File: src/rtl/spi_reg_ctrl.sv
// SPI transaction controller: decodes the command byte, then sequences
// burst writes into the register bank or burst reads into POCI.
module spi_reg_ctrl #(
   parameter int NUM_REGS = 32,
   parameter int DATA_W   = 8
) (
   input  logic              sclk,
   input  logic              rstn,
   input  logic              byte_valid,
   input  logic [DATA_W-1:0] byte_in,
   input  logic              frame_end,
   input  logic [DATA_W-1:0] reg_rdata,
   output logic [6:0]        reg_addr,
   output logic [DATA_W-1:0] reg_wdata,
   output logic              reg_we,
   output logic              poci_load,
   output logic [DATA_W-1:0] poci_data,
   output logic              busy,
   output logic              addr_err,
   output logic [7:0]        wr_count
);

   localparam logic [7:0] NR   = 8'(NUM_REGS);
   localparam logic [6:0] LAST = 7'(NUM_REGS - 1);

   typedef enum logic [1:0] {
      IDLE      = 2'd0,
      WRITE     = 2'd1,
      READ_LOAD = 2'd2,
      READ      = 2'd3
   } state_t;

   state_t            state_q;
   logic [6:0]        addr_q;
   logic [6:0]        reg_addr_q;
   logic [DATA_W-1:0] reg_wdata_q;
   logic              reg_we_q;
   logic              poci_load_q;
   logic [DATA_W-1:0] poci_data_q;
   logic              busy_q;
   logic              addr_err_q;
   logic [7:0]        wr_count_q;

   logic              in_rng_d;
   logic [6:0]        addr_inc_d;

   // In-range addresses wrap at the bank end; out-of-range ones run to 127 -> 0.
   assign in_rng_d   = ({1'b0, addr_q} < NR);
   assign addr_inc_d = (in_rng_d && addr_q == LAST) ? 7'd0 : addr_q + 7'd1;

   always_ff @(posedge sclk or negedge rstn) begin
      if (!rstn) begin
         state_q     <= IDLE;
         addr_q      <= '0;
         reg_addr_q  <= '0;
         reg_wdata_q <= '0;
         reg_we_q    <= 1'b0;
         poci_load_q <= 1'b0;
         poci_data_q <= '0;
         busy_q      <= 1'b0;
         addr_err_q  <= 1'b0;
         wr_count_q  <= '0;
      end else begin
         reg_we_q    <= 1'b0;
         poci_load_q <= 1'b0;
         if (frame_end) begin
            state_q <= IDLE;
            busy_q  <= 1'b0;
         end else begin
            unique case (state_q)
               IDLE: begin
                  if (byte_valid) begin
                     addr_q     <= byte_in[6:0];
                     reg_addr_q <= byte_in[6:0];
                     busy_q     <= 1'b1;
                     state_q    <= byte_in[7] ? READ_LOAD : WRITE;
                  end
               end
               WRITE: begin
                  if (byte_valid) begin
                     if (in_rng_d) begin
                        reg_we_q    <= 1'b1;
                        reg_wdata_q <= byte_in;
                        reg_addr_q  <= addr_q;
                        if (wr_count_q != 8'hFF)
                           wr_count_q <= wr_count_q + 8'd1;
                     end else begin
                        addr_err_q <= 1'b1;
                     end
                     addr_q <= addr_inc_d;
                  end
               end
               READ_LOAD: begin
                  poci_load_q <= 1'b1;
                  if (in_rng_d) begin
                     poci_data_q <= reg_rdata;
                  end else begin
                     poci_data_q <= '0;
                     addr_err_q  <= 1'b1;
                  end
                  state_q <= READ;
               end
               READ: begin
                  if (byte_valid) begin
                     addr_q     <= addr_inc_d;
                     reg_addr_q <= addr_inc_d;
                     state_q    <= READ_LOAD;
                  end
               end
               default: state_q <= IDLE;
            endcase
         end
      end
   end

   assign reg_addr  = reg_addr_q;
   assign reg_wdata = reg_wdata_q;
   assign reg_we    = reg_we_q;
   assign poci_load = poci_load_q;
   assign poci_data = poci_data_q;
   assign busy      = busy_q;
   assign addr_err  = addr_err_q;
   assign wr_count  = wr_count_q;

endmodule

File: config.mk
export PLATFORM = sky130hd
export DESIGN_NAME = spi_reg_ctrl
export DESIGN_NICKNAME = d
export VERILOG_FILES = /design/src/rtl/spi_reg_ctrl.sv
export SDC_FILE = /design/constraint.sdc
export NUM_CORES = 1
export LEC_CHECK = 0
export CAP_MARGIN = 20
export CORE_MARGIN = 2
export CORE_UTILIZATION = 44
export CTS_CLUSTER_SIZE = 8
export DETAILED_ROUTE_END_ITERATION = 10
export PLACE_DENSITY = 0.81
export SYNTH_ARGS = -nofsm -noshare
export SYNTH_HDL_FRONTEND = slang
export SYNTH_SLANG_ARGS = --single-unit
File: constraint.sdc
create_clock -name sclk -period 1.65 [get_ports sclk]
set_input_delay 0.2475 -clock sclk [delete_from_list [all_inputs] [get_ports sclk]]
set_output_delay 0.2475 -clock sclk [all_outputs]
set_load 0.01 [all_outputs]
==> summary.txt <==
Run status
  – Outcome: finished with violations
  – Failing checks: negative setup slack

Timing
  – Clock Skews: 0.00984 ns
  – Worst slew pin tran: about 0.31 ns
  – Max-slew violations: 0
  – RSZ-0062 raised after global routing: true
  – Final critical-path share of the clock period: 102%
  – Final setup margin: -0.0278 ns
  – F_max: slightly below 0.6 GHz
  – Setup-failing EPs final: 4
  – Final Critical Period: roughly 1.7 ns
  – Max-slew headroom: slightly below 80%
  – Fin. Hold Viols: 0

Yosys
  – Post-synthesis sequential element count: 44
  – Avg Inst Size Synth: 10.7 um2
  – Top cells by count, synth: dfrtp_1 (44), o21ai_0 (15), a21oi_1 (12), nand2_1 (12), nor2_1 (12)
  – Synthesized instance count: about 200
  – Post-Syn Nets: 228
  – Mapped Area: approximately 2200 um2
  – Cell with the most instances after synthesis: dfrtp_1
  – Seq/Total Area, Yosys: 50.8%
  – Ys async rst share: between 90% and 100%
  – Synth unique cells: 47
  – Leading area contributor after synthesis: dfrtp_1
  – Dominant cells by area after synthesis: dfrtp_1 (51%), mux2_2 (5.7%), a22o_1 (4.0%)
  – Synth top area share: 50.8%
  – Post-synth EDFFs: 0
  – Post-synth top flop: dfrtp_1
  – Synth Warn #: 0

Final layout
  – N_diodes: 0
  – Post-route cell area: around 3300 um2
  – Post-route core utilization: 69.4%
  – Area grow syn2layout: 51.4%
  – Nets: ~320
  – Fillcell total: around 360
  – Layout cell share with drive strength beyond 1: roughly 29%

Floorplanning
  – Placement row count: 25
  – Die area: 5500 um2
  – DIE HEIGHT: 74.2 um
  – IO Count: 55
  – Starting density of the core: a little under half
  – Die W: 74.2 um
  – Core area: roughly 4700 um2

Placement
  – DPL Wire Length: 3700 um
  – Place WS: -0.174 ns
  – Area after DPL: about 3000 um2
  – Port bufs: 54
  – GP Congestion: 0.898

CTS
  – Clk root buf: clkbuf_8
  – Clock Sinks: 44
  – Clock Latency Late Sink: 0.30 ns
  – # H-tree levels: 2
  – Maximum root-to-sink buffer count: 2
  – CTS tree: done
  – Reg clk slew, reported paths: roughly 0.080 ns
  – CTS Buf Count: 5

Critical path
  – Worst Path Arrival: roughly 1.9 ns
  – Critical path class: flop to flop
  – CP max FO: 7
  – Crit path launch type: flop
  – Required time of the critical path: ~1.8 ns
  – CP endpoint kind: flop

Global route
  – Largest net degree at the start of global routing: between 40 and 50
  – Gr ovfl total: 0
  – GR Util met1: 27.0%
  – Grt met2 use: 31.6%
  – Antenna violations before repair: 0
  – First-pass GRT wire length: around 8400 um
  – Most Crowded Layer GR: met2
  – Vias in the first global route: 1800
  – Routing usage on met3: 4.34%
  – Total global routing track utilization: between 20 and 25%

Routing
  – Via Count: between 1500 and 2000
  – First-pass DRT Iterations: 4
  – Antenna viol nets, final: 0
  – Residual DRC count: 0
  – Routed WL: roughly 5600 um
  – Wire per inst: ~15 um
  – Initial DRC count: around 110
  – Vias per cell: 5.36

Power
  – Pwr Density: ~1400 nW/um2
  – Power Total: between 4 and 5 mW
  – Leak Pwr: roughly 1.5 nW
  – Max rail drop VDD: around 0.79 mV

Hold path
  – Hold crit path type: input pin to asynchronous set/reset pin

Flow run
  – Max-cap viol count: 0
[cell usage in the layout (no fill, tap or decap), types with 2 or more instances in the layout]
master	netlist	layout
o21ai_1	0	5
o21ai_0	15	10
nor3_4	1	3
xnor2_1	2	2
ha_2	0	4
xor2_1	7	7
a22oi_1	3	3
buf_2	1	2
buf_6	1	3
o221ai_2	0	2
a32oi_1	2	2
clkbuf_8	0	5
nor2_1	12	10
nor3_1	6	3
a22o_1	10	10
clkdlybuf4s50_1	0	53
a21oi_1	12	12
o211ai_1	3	3
nand3_1	6	6
dfrtp_1	44	43
buf_4	1	38
nand4_1	3	3
mux2_2	11	11
inv_1	9	8
nor2_2	0	2
nand2_1	12	11
[worst max-delay path, cell delays in order (launching register included)]
cell and delay (ns):
dfrtp_2 0.44, inv_1 0.09, ha_2 0.23, nor2_1 0.18
o221ai_2 0.17, buf_4 0.20, o21ai_1 0.15, o21ai_0 0.12
[logic make-up (layout without fill, tap and decap cells)]
kind of cell             count (synthesis)  count (layout)  synth area share [%]
adder cells (fa/ha/maj)                  6               6                  3.47
AND/OR/NAND/NOR                         51              51                  12.4
XOR/XNOR                                 9               9                  3.64
AO/OA/AOI/OAI                           59              59                  18.6
flip-flops                              44              44                  50.8
buffers and inverters                   19             115                  3.87
multiplexers                            14              14                  7.16
[what timing repair did]
action,CTS,global route
setup endpoints to repair,22,39
endpoints found under the hold margin,44,0
pin swaps,2,6
resized for setup,8,18
hold buffers,1,0
cloned,0,1
buffers inserted,4,3
[registers in the layout (all words and copies together), names as in the netlist]
| name | count |
|---|---|
| addr_err | 1 |
| addr_q | 7 |
| busy | 1 |
| poci_data | 8 |
| poci_load | 1 |
| reg_addr | 7 |
| reg_wdata | 8 |
| reg_we | 1 |
| state_q | 2 |
| wr_count | 8 |
[metal layers]
| metal | vias up | wire length [um] |
|---|---|---|
| li1 | 927 | - |
| met1 | 941 | 2360 |
| met2 | 77 | 2820 |
| met3 | 10 | 306 |
| met4 | 0 | 89 |
| met5 | - | 0 |
[worst paths after layout]
| check | start | endpoint | slack (ns) | depth (start not counted) |
|---|---|---|---|---|
| min reg2reg | reg_addr[2] | reg_addr[2] | 0.48 | 2 |
| max in group asynchronous | rstn | state_q[0] | 0.97 | 3 |
| max reg2reg | state_q[0] | addr_q[4] | -0.03 | 7 |
| min | rstn | reg_wdata[2] | 0.45 | 3 |
| max | state_q[0] | addr_q[4] | -0.03 | 7 |
| min in group sclk | reg_addr[2] | reg_addr[2] | 0.48 | 2 |
[cell type report]
type	count	area (um2)	share of cell area [%]
clock buffers	6	72.6	2.21
clock inverters	2	35.0	1.07
well taps	67	83.8	2.56
flip-flops and latches	44	1100	33.6
multi-input cells	139	1060	32.4
inverters	9	33.8	1.03
repair buffers	98	890	27.1
[stage by stage]
stage	hold slack (ns)	std cells	TNS [ns]
floorplan	-0.0481	202	-0.0117
global placement	0.240	348	-1.50
detailed placement	0.245	348	-3.18
CTS	0.457	361	0
global route	0.486	365	-1.52
finish	0.454	365	-0.0516
[power by group]
group / switching [mW] / internal [mW] / total, mW
Combinational: 1.01 / 1.24 / 2.24
Sequential: 0.242 / 1.44 / 1.68
Clock: 0.365 / 0.450 / 0.815
Power figures use the tool's default switching activity.
